File: src/rtl/fsm_pkg.sv
// fsm_pkg
// Shared constants and types for the sequence-detector slice.
//   - legal ranges for the pattern length and the match-counter width
//   - match_mode_e: how the detector restarts after a hit
//   - reset value of the latched match mode
//   - fill_width(): bits needed for a fill counter of range 0..pat_w-1
package fsm_pkg;

  localparam int PAT_W_MIN = 2;
  localparam int PAT_W_MAX = 16;
  localparam int CNT_W_MIN = 1;
  localparam int CNT_W_MAX = 32;

  typedef enum logic {
    MATCH_DISJOINT = 1'b0,
    MATCH_OVERLAP  = 1'b1
  } match_mode_e;

  localparam match_mode_e OVERLAP_RST = MATCH_OVERLAP;

  function automatic int fill_width(input int pat_w);
    return $clog2(pat_w);
  endfunction

endpackage

File: src/rtl/sat_counter.sv
// sat_counter
// Saturating up-counter with a synchronous clear.
// Ports:
//   clk  - clock, rising edge
//   rst  - synchronous active-high reset, clears the count
//   clr  - clear the count; wins over a same-cycle inc
//   inc  - add one unless already at all-ones
//   q    - current count
module sat_counter #(
  parameter int W = 8
) (
  input  logic         clk,
  input  logic         rst,
  input  logic         clr,
  input  logic         inc,
  output logic [W-1:0] q
);

  logic [W-1:0] cnt_q;
  logic [W-1:0] cnt_d;

  always_comb begin
    cnt_d = cnt_q;
    if (clr) begin
      cnt_d = '0;
    end else if (inc && (cnt_q != {W{1'b1}})) begin
      cnt_d = cnt_q + W'(1);
    end
  end

  always_ff @(posedge clk) begin
    if (rst) begin
      cnt_q <= '0;
    end else begin
      cnt_q <= cnt_d;
    end
  end

  assign q = cnt_q;

endmodule

File: src/rtl/seq_detect_param.sv
// seq_detect_param
// Serial pattern detector with a programmable PAT_W-bit pattern, selectable
// overlapping / non-overlapping matching and a saturating match counter.
// Ports:
//   clk          - clock, rising edge
//   rst          - synchronous active-high reset
//   x, x_valid   - serial data bit and its qualifier
//   cfg_pattern  - target pattern, MSB is the first bit received
//   cfg_load     - latch cfg_pattern/cfg_overlap and restart the history
//   cfg_overlap  - 1 = overlapping matches, 0 = non-overlapping
//   cnt_clr      - clear the match counter
//   z            - Mealy match flag for the current bit
//   z_q          - z delayed by one cycle
//   match_cnt    - saturating number of matches
//   armed        - history is full, the next valid bit can complete a match
module seq_detect_param
  import fsm_pkg::*;
#(
  parameter int PAT_W = 4,
  parameter int CNT_W = 8
) (
  input  logic             clk,
  input  logic             rst,
  input  logic             x,
  input  logic             x_valid,
  input  logic [PAT_W-1:0] cfg_pattern,
  input  logic             cfg_load,
  input  logic             cfg_overlap,
  input  logic             cnt_clr,
  output logic             z,
  output logic             z_q,
  output logic [CNT_W-1:0] match_cnt,
  output logic             armed
);

  if (PAT_W < PAT_W_MIN || PAT_W > PAT_W_MAX) begin : g_bad_pat_w
    $error("seq_detect_param: PAT_W out of range");
  end
  if (CNT_W < CNT_W_MIN || CNT_W > CNT_W_MAX) begin : g_bad_cnt_w
    $error("seq_detect_param: CNT_W out of range");
  end

  localparam int              FILL_W   = fill_width(PAT_W);
  localparam logic [FILL_W-1:0] FILL_MAX = FILL_W'(PAT_W - 1);

  logic [PAT_W-1:0]  pat_q,  pat_d;
  match_mode_e       mode_q, mode_d;
  logic [PAT_W-2:0]  hist_q, hist_d;
  logic [FILL_W-1:0] fill_q, fill_d;
  logic              z_d;

  // Candidate window: the stored history followed by the incoming bit.
  logic [PAT_W-1:0]  window;
  assign window = {hist_q, x};

  always_comb begin
    pat_d  = pat_q;
    mode_d = mode_q;
    hist_d = hist_q;
    fill_d = fill_q;
    z_d    = 1'b0;
    if (cfg_load) begin
      // A load restarts detection; any same-cycle bit is dropped.
      pat_d  = cfg_pattern;
      mode_d = match_mode_e'(cfg_overlap);
      fill_d = '0;
    end else if (x_valid) begin
      z_d    = (fill_q == FILL_MAX) && (window == pat_q);
      hist_d = window[PAT_W-2:0];
      if (z_d) begin
        // Overlapping keeps fill saturated so the tail can start the next hit.
        if (mode_q == MATCH_DISJOINT) begin
          fill_d = '0;
        end
      end else if (fill_q != FILL_MAX) begin
        fill_d = fill_q + FILL_W'(1);
      end
    end
    if (rst) begin
      z_d = 1'b0;
    end
  end

  always_ff @(posedge clk) begin
    if (rst) begin
      pat_q  <= '0;
      mode_q <= OVERLAP_RST;
      hist_q <= '0;
      fill_q <= '0;
      z_q    <= 1'b0;
    end else begin
      pat_q  <= pat_d;
      mode_q <= mode_d;
      hist_q <= hist_d;
      fill_q <= fill_d;
      z_q    <= z_d;
    end
  end

  assign z     = z_d;
  assign armed = (fill_q == FILL_MAX);

  sat_counter #(
    .W (CNT_W)
  ) u_match_cnt (
    .clk (clk),
    .rst (rst),
    .clr (cnt_clr),
    .inc (z_d),
    .q   (match_cnt)
  );

endmodule

File: config.mk
export PLATFORM = sky130hd
export DESIGN_NAME = seq_detect_param
export DESIGN_NICKNAME = d
export VERILOG_FILES = /design/src/rtl/fsm_pkg.sv /design/src/rtl/sat_counter.sv /design/src/rtl/seq_detect_param.sv
export SDC_FILE = /design/constraint.sdc
export NUM_CORES = 1
export LEC_CHECK = 0
export CORE_MARGIN = 3
export CORE_UTILIZATION = 50
export DETAILED_ROUTE_END_ITERATION = 7
export DONT_BUFFER_PORTS = 1
export PLACE_DENSITY = 0.69
export SLEW_MARGIN = 10
export SYNTH_ARGS = -nofsm -noshare
export SYNTH_HDL_FRONTEND = slang
export SYNTH_HIERARCHICAL = 1
export SYNTH_SLANG_ARGS = --single-unit
File: constraint.sdc
create_clock -name clk -period 3.15 [get_ports clk]
set_input_delay 0.63 -clock clk [delete_from_list [all_inputs] [get_ports clk]]
set_output_delay 0.63 -clock clk [all_outputs]
set_load 0.05 [all_outputs]
# Word-level counts from Yosys, hierarchy flattened
# Index checks and enable logic that the tools add are counted.
# W data, S select, Z words.
dict set report op_classes {
  eq_ne 5
  n_lt_le_gt_ge 0
  bitwise 1
  n_addsub 2
  n_shift 0
  n_mux 6
  n_reduce_logical 7
  div_mod_pow 0
  n_mul 0
}
# operator n
set ops {}
lappend ops {{$add A8 B1 Y8 const B} 1}
lappend ops {{$ne A8 B8 Y1 const B} 1}
lappend ops {{$mux W2} 3}
lappend ops {{$eq A4 B4 Y1} 1}
lappend ops {{$ne A2 B2 Y1 const B} 2}
lappend ops {{$reduce_or A2 Y1} 2}
lappend ops {{$mux W1} 3}
lappend ops {{$reduce_and A3 Y1} 1}
lappend ops {{$add A2 B1 Y2 const B} 1}
lappend ops {{$eq A2 B2 Y1 const B} 1}
lappend ops {{$logic_and A1 B1 Y1} 2}
lappend ops {{$reduce_and A2 Y1} 1}
lappend ops {{$reduce_bool A2 Y1} 1}
lappend ops {{$not A1 Y1} 1}
dict set report totals {
  mem_bits_ro 0
  mem_bits_rw 0
  elab_cells 27
  reg_bits 19
  mem_count 0
  inputBits 11
  out_inout_bits 11
  latch_bits 0
}

# Depth between registers and ports, before layout
# Gate-level depths: netlist of run 1.
dict set report depth {
  depth_word 6
  ltp_mapped 7
  depth_no_buf 6
}

# Hierarchy
# The synthesis of run 1 kept the hierarchy.
# module cells_per_inst seq_area_each_um2 instances area_each_um2
set modules_own_cells {}
lappend modules_own_cells {seq_detect_param 51 220.2 1 489.2}
lappend modules_own_cells {sat_counter 47 160.2 1 435.4}

# Least setup slack after synthesis of run 1
# Ideal clock, no wire load.
dict set report synth_path {
  path_type {input -> register}
  start {input port rst}
  end {register u_match_cnt.cnt_q[5], in the netlist u_match_cnt/q[5]}
  t_required_ps 3050
  n_path_buf 1
  path_slack_ps -202
  arrival_time_ps 3252
  setup_ps 100
  stages 7
  path_cell_list {clkbuf_1 > nor2_1 > nand2_1 > nor3_1 > and4_1 > a31oi_1 > a2111oi_4}
}
dict set report synth_via {
  elab_chain_cells 2
  word_cells_on_any_way 3
  cone_classes {1 x mux; 2 x reduce/logical}
}
# element line
set synth_rtl {}
lappend synth_rtl {{from (decl)} seq_detect_param.sv:23} ;# input logic rst,
lappend synth_rtl {{$mux W1} seq_detect_param.sv:79} ;# if (rst) begin
lappend synth_rtl {{via z} seq_detect_param.sv:30} ;# output logic z,
lappend synth_rtl {{$logic_and A1 B1 Y1} sat_counter.sv:26} ;# end else if (inc && (cnt_q != {W{1'b1}})) begin
lappend synth_rtl {{to (signal assigned)} sat_counter.sv:35} ;# cnt_q <= cnt_d;
lappend synth_rtl {{to (decl)} sat_counter.sv:19} ;# logic [W-1:0] cnt_q;
# The timed path passes the listed nets, and every way through them passes these cells.
# A chain may end at the register's enable or synchronous reset.

# Final worst setup path of run 1
dict set report layout_path {
  start {register hist_q[1]}
  end {output port z}
}
dict set report layout_via {
  elab_chain_cells 5
}
# element line
set layout_rtl {}
lappend layout_rtl {{from (decl)} seq_detect_param.sv:48} ;# logic [PAT_W-2:0] hist_q, hist_d;
lappend layout_rtl {{from (signal assigned)} seq_detect_param.sv:94} ;# hist_q <= hist_d;
lappend layout_rtl {{$eq A4 B4 Y1} seq_detect_param.sv:68} ;# z_d = (fill_q == FILL_MAX) && (window == pat_q);
lappend layout_rtl {{$logic_and A1 B1 Y1} seq_detect_param.sv:68}
lappend layout_rtl {{$mux W1} seq_detect_param.sv:67} ;# end else if (x_valid) begin
lappend layout_rtl {{$mux W1} seq_detect_param.sv:62} ;# if (cfg_load) begin
lappend layout_rtl {{$mux W1} seq_detect_param.sv:79}
lappend layout_rtl {{to (decl)} seq_detect_param.sv:30}
# Every way passes these cells.

==> impl_results.md, run 1 <==
- Outcome: finished, final reports clean
- HP Class: input port to flop
- Worst Hold End: u_match_cnt/q[5]
- NumNets Final: 115
- Area Growth Syn to Fin: 6.63%
- Yosys reg bits: 19
- Grt total ovfl: 0
- Max-Slew Margin vs Limit: 53.9%
- Syn Std Cell Area: 925 um^2
- First-pass GRT wire length: 2850 um
- Clock Latency Late Sink: 300 ps
- CP Data Required Time: 2520 ps
- Worst R2R Setup Slack: 1240 ps
- Cell Area, Placed: 958 um^2
- Pins Over Slew Limit: 0
- I/O pin cnt: 22
- Startpoint of the worst register-to-register path: u_match_cnt/q[1]
- Capturing point of the worst reg2reg path: u_match_cnt/q[6]
- GRT Overall Usage: 14.8%
- Worst r2r path cells: 4
- CTS max path bufs: 2
- DR vias: 688
- Pre-CTS setup slack: 1000 ps
- Pwr/cell area: 405 mW/mm^2
- CP Launch Type: flop
- Count leader, synth: dfxtp_1
- EDFF count, synth: 0
- Critical path endpoint category: output port
- Leakage: 0.370 nW
- Buffers on Ports: 0
- Share of the synthesized area in the top cell type: 41.1%
- Synth warn: 6
- Final setup TNS: 0 ps
- Cells after synthesis: 98
- Async S/R FF share, synth: 0%
- TritonCTS Buffers: 3
- CP Class: flop to output port
- DRT iter0 DRCs: 26
- Syn Nets: 111
- Share of cells above drive strength 1: 10.9%
- Final hold vios: 0
- Final WS setup: 960 ps
- Core Rows: 14
- Max-cap violations: 0
- Hold path cells: 1
- Die area: 0.00240 mm^2
- Avg WL per Cell: 13.6 um
- # diodes: 0
- Vias in the first global route: 618
- Final setup viols: 0
- Final Cycle Share: 69.5%
- Detail Placement HPWL: 1300 um
- Pin count of the biggest net entering global routing: 17
- Peak Freq: 0.457 GHz
- Final Critical Period: 2190 ps
- Min-delay src: cnt_clr
- Clk sinks: 19
- Die width: 49.0 um
- RSZ-0062 raised after global routing: false
- Die Y-Extent: 49.0 um
- Initial Util: 56.8%
- Crit Path Max Fanout: 6
- H-Tree Depth: 1
- Cells taking the most area after synthesis: dfxtp_1 41%, mux2i_1 13%, xnor2_1 4.7%, nor2_1 4.5%, nand2_1 4.1%
- Crit-path slowest cell: dfxtp_1
- TritonCTS clock tree: yes
- Number of remaining DRC errors: 0
- Syn Area/Cell: 9.44 um^2
- Post-DRT Antenna Nets: 0
- Top FF cell, synth: dfxtp_1
- Root buf cell: clkbuf_4
- Cell taking the most area after synthesis: dfxtp_1
- Synth cell count leaders: 19 x dfxtp_1, 12 x mux2i_1, 11 x nor2_1
- Seq/Total Area, Yosys: 41.1%
- Pre-antenna DRT Iters: 4
- Worst-margin pin slew: 690 ps
- Max Clock Skew: 1.75 ps
- WL final: 1700 um
- Resized Gates After CTS: 0
- Cell Chain, Critical Path: xnor2_1 > nand3_2 > nor3_2 > buf_4
- Number of hold buffers added after CTS: 0
- Filler instances: 140
- Max incr delay on CP: 380 ps
- Distinct cells, synth: 29
- Post-CTS setup buffers: 0
- Routability congestion estimate from global placement: 0.827
- Final instance area: 986 um^2
- Worst EP arrival: 1560 ps
- CTS clk-pin slew, worst paths: 110 ps
- Max VDD drop: 0.000330 V
- Core Box Area: 0.00163 mm^2
- Initial antenna violation count: 0
- Vias per std cell: 5.50
==> cells in the final DEF (no fill, tap or decap) <==
cell type	synthesis	layout
dfxtp_1	19	19
mux2i_1	12	12
nor2_1	11	11
nand2_1	10	10
xnor2_1	5	5
a21oi_1	4	4
inv_1	3	3
nor4_1	3	3
clkbuf_4	0	3
or3_1	3	3
and3_1	3	3
ha_1	2	2
buf_4	1	2
and4_1	2	2
a21boi_1	2	2
nand3_1	2	2
nand4_1	2	2
nand3_2	1	1
nor3_2	0	1
nor3_1	2	1
nor2b_1	1	1
a211o_1	1	1
o32ai_2	1	1
clkinv_2	0	1
o21ai_0	1	1
or4_1	1	1
a21boi_2	1	1
a31oi_1	1	1
a2111oi_4	1	1
and3b_1	1	1
==> metrics by stage <==
step	power [mW]	utilization (%)	cells	hold slack (ps)
after floorplan	0.283	-	98	438
after global placement	0.283	58.8	121	451
after detailed placement	0.283	58.8	121	469
after CTS	0.404	60.5	125	374
after global routing	0.418	60.5	125	359
final	0.399	60.5	125	379
==> kinds of logic (layout without fill, tap and decap cells) <==
group | Yosys count | after routing | synth area share (%)
compound gates | 12 | 12 | 11.9
xor+xnor | 5 | 5 | 4.74
fa+ha+maj | 2 | 2 | 2.71
buf+inv | 6 | 9 | 2.98
flops | 19 | 19 | 41.1
mux | 12 | 12 | 13.0
simple gates | 42 | 42 | 23.5
==> how the worst max path moves through the flow <==
stage	slack, ps	end	from
3_3_place_gp	1060	u_match_cnt/q[5]	cfg_load
2_1_floorplan	340	u_match_cnt/q[5]	rst
3_5_place_dp	1000	u_match_cnt/q[6]	cfg_load
4_1_cts	940	z	hist_q[1]
5_1_grt	820	z	fill_q[0]
6_report	960	z	hist_q[1]
==> report_power, final <==
group | switching, mW | internal (mW)
Combinational | 0.0133 | 0.0138
Sequential | 0.00442 | 0.246
Clock | 0.0747 | 0.0473
Total | 0.0924 | 0.307
==> final cells by class <==
type	instances	area [um^2]	area share [%]
clock inverters	1	5.00	0.508
well taps	24	30.0	3.05
repair buffers	2	15.0	1.52
multi-input cells	73	522	52.9
flip-flops and latches	19	380	38.6
inverters	3	11.3	1.14
clock buffers	3	22.5	2.28
==> worst max-delay path, delay by kind of cell (launching register included) <==
family	cells	cell delay (ps)
buffers and inverters	1	270
DFF	1	380
xor gates and xnor gates	1	150
and+or+nand+nor	2	470
==> flip-flops by register name, summed over array words and instances (netlist names) <==
register,flops
fill_q,2
hist_q,3
mode_q,1
pat_q,4
u_match_cnt/q,8
z_q,1
==> metal layers <==
metal | global-route usage (%) | share of wire [%]
met5 | 0 | 0
met4 | 2.84 | 0.29
met3 | 5.81 | 6.7
met2 | 22.6 | 44
met1 | 19.6 | 49
(Power assumes the default switching activity.)
==> run 2: changes to the inputs <==
--- a/config.mk
+++ b/config.mk
@@ -9,7 +9,7 @@
 export CORE_UTILIZATION = 50
 export DETAILED_ROUTE_END_ITERATION = 7
 export DONT_BUFFER_PORTS = 1
-export PLACE_DENSITY = 0.69
+export PLACE_DENSITY = 0.72
 export SLEW_MARGIN = 10
 export SYNTH_ARGS = -nofsm -noshare
 export SYNTH_HDL_FRONTEND = slang
==> constraint.sdc (replaced) <==
create_clock -name clk -period 2 [get_ports clk]
set_input_delay 0.4 -clock clk [delete_from_list [all_inputs] [get_ports clk]]
set_output_delay 0.4 -clock clk [all_outputs]
set_load 0.05 [all_outputs]
==> run 2 against run 1 <==
  * Worst setup slack lost 850 ps
  * Critical path depth is the same
  * Die area is the same
  * First-iteration DRC count is the same
  * Sequential share of layout area shrank 3.4 points
  * Critical endpoint unchanged
  * Global-route usage grew 2.5 points
  * Cell count grew 6.4%
  * Sequential cell count is the same
  * Combinational power grew 71%
==> impl_results.md, run 2 (synthesis gave the netlist of run 1 again) <==
- First-pass GRT wire length: 3250 um (+14%)
- CP Class: flop to output port
- WL final: 1890 um (+12%)
- CP Launch Type: flop
- Leading cell types in the layout, fill and taps excluded: 18 x dfxtp_1, 12 x mux2i_1, 10 x nor2_1
- Resized Gates After CTS: 0 (unchanged)
- DRT iter0 DRCs: 26 (unchanged)
- Grt total ovfl: 0 (unchanged)
- Worst EP arrival: 1490 ps (-70 ps)
- Crit-path slowest cell: dfxtp_1
- Die area: 0.00240 mm^2 (unchanged)
- Number of remaining DRC errors: 0 (unchanged)
- Core Rows: 14 (unchanged)
- Cell Chain, Critical Path: xnor2_1 > nand3_2 > nor3_4 > buf_6
- Avg WL per Cell: 14.2 um (+4.8%)
- Max FFs per register: 8 (unchanged)
- Final hold vios: 0 (unchanged)
- Post-DRT Antenna Nets: 0 (unchanged)
- Core Box Area: 0.00163 mm^2 (unchanged)
- Pin count of the biggest net entering global routing: 17 (unchanged)
- CTS clk-pin slew, worst paths: 110 ps (about the same)
- GRT Overall Usage: 17.3% (+2.5 points)
- Initial Util: 56.8% (unchanged)
- Vias per std cell: 5.58 (+1.4%)
- Detail Placement HPWL: 1440 um (+11%)
- Critical path endpoint category: output port
- Power, Total: 0.637 mW (+59%)
- Buffers on Ports: 0 (unchanged)
- HP Class: input port to flop
- CP Data Required Time: 1600 ps (-920 ps)
- RSZ-0062 raised after global routing: false
- Outcome: finished, final reports clean
- # diodes: 0 (unchanged)
- Clock Latency Late Sink: 300 ps (about the same)
- Max-Slew Margin vs Limit: 68.8% (+15 points)
- TritonCTS clock tree: yes
- Root buf cell: clkbuf_4
- Share of cells above drive strength 1: 22.9% (+12 points)
- Area Growth Syn to Fin: 17.5%
- Startpoint of the worst register-to-register path: hist_q[2]
- Min-delay src: cnt_clr
- Peak Freq: 0.530 GHz
- Buf/Inv on CP: 1 (unchanged)
- Final Cycle Share: 94.4%
- Post-CTS setup buffers: 0 (unchanged)
- Clk sinks: 19 (unchanged)
- Initial antenna violation count: 0 (unchanged)
- DR vias: 742 (+7.8%)
- Pwr/cell area: 586 mW/mm^2 (+45%)
- Max incr delay on CP: 330 ps (-50 ps)
- Worst-margin pin slew: 468 ps (-222 ps)
- I/O pin cnt: 22 (unchanged)
- Final setup viols: 0 (unchanged)
- Routability congestion estimate from global placement: 0.844 (+2.1%)
- Pre-antenna DRT Iters: 4 (unchanged)
- Setup crit start: hist_q[2]
- Max Clock Skew: 1.31 ps (-0.440 ps)
- Leakage: 0.423 nW (+14%)
- Pins Over Slew Limit: 0 (unchanged)
- Die width: 49.0 um (unchanged)
- Die Y-Extent: 49.0 um (unchanged)
- Post-Route Utilization: 66.7% (+6.1 points)
- Number of hold buffers added after CTS: 0 (unchanged)
- Delay-heaviest family, CP: simple AND/OR/NAND/NOR gates
- Final Critical Period: 1890 ps
- Final Non-Filler Cells: 133 (+6.4%)
- Commonest non-fill, non-tap cell in the layout: dfxtp_1
- TritonCTS Buffers: 3 (unchanged)
- H-Tree Depth: 1 (unchanged)
- CTS max path bufs: 2 (unchanged)
- Max VDD drop: 0.000554 V (+68%)
- Vias in the first global route: 702 (+14%)
- DP Cell Count: 129 (+6.6%)
- NumNets Final: 123 (+7.0%)
- Max-cap violations: 0 (unchanged)
- Crit Path Max Fanout: 4 (-2)
-- run 2: cell types whose count changed in the layout (fill, tap and decap cells not counted), sizes merged --
cell  change
buf       +8
-- run 2: final timing paths --
kind	endpoint	slack, ps	cells past startpoint
setup reg to reg	u_match_cnt/q[5]	170	6
hold reg to reg	pat_q[0]	530	2
setup / recovery	z	110	4
hold / removal	u_match_cnt/q[5]	150	1
-- run 2: cell type report --
| cell class | instances | area [um^2] |
|---|---|---|
| Tap cell | 24 | 30.0 |
| Clock inverter | 1 | 5.00 |
| Fill cell | 154 | 543 |
| Multi-Input combinational cell | 73 | 557 |
| Clock buffer | 3 | 22.5 |
| Sequential cell | 19 | 382 |
| Timing Repair Buffer | 10 | 78.8 |
| Inverter | 3 | 11.3 |
-- run 2: report_power, final --
group / internal (mW) / total [mW] / switching (mW)
clock network: 0.0747 / 0.195 / 0.121
logic: 0.0227 / 0.0463 / 0.0236
registers: 0.388 / 0.395 / 0.00766
-- run 2: stage by stage --
step	instance area (um^2)	setup TNS, ps	hold WS (ps)	setup slack, ps
final	1090	0	145	112
after global routing	1090	0	130	26.4
after CTS	1080	0	137	75.8
after detailed placement	1050	0	469	216
after global placement	1050	0	467	288
after floorplan	993	-314	464	-157
-- run 2: layer usage --
metal  GRT usage (%)  routed length (um)  vias up
met1            22.0                 900      341
met3            6.42                 118        2
met4            5.69                  14        0
met5               0                   0        -
met2            26.7                 858       23
li1                -                   -      376
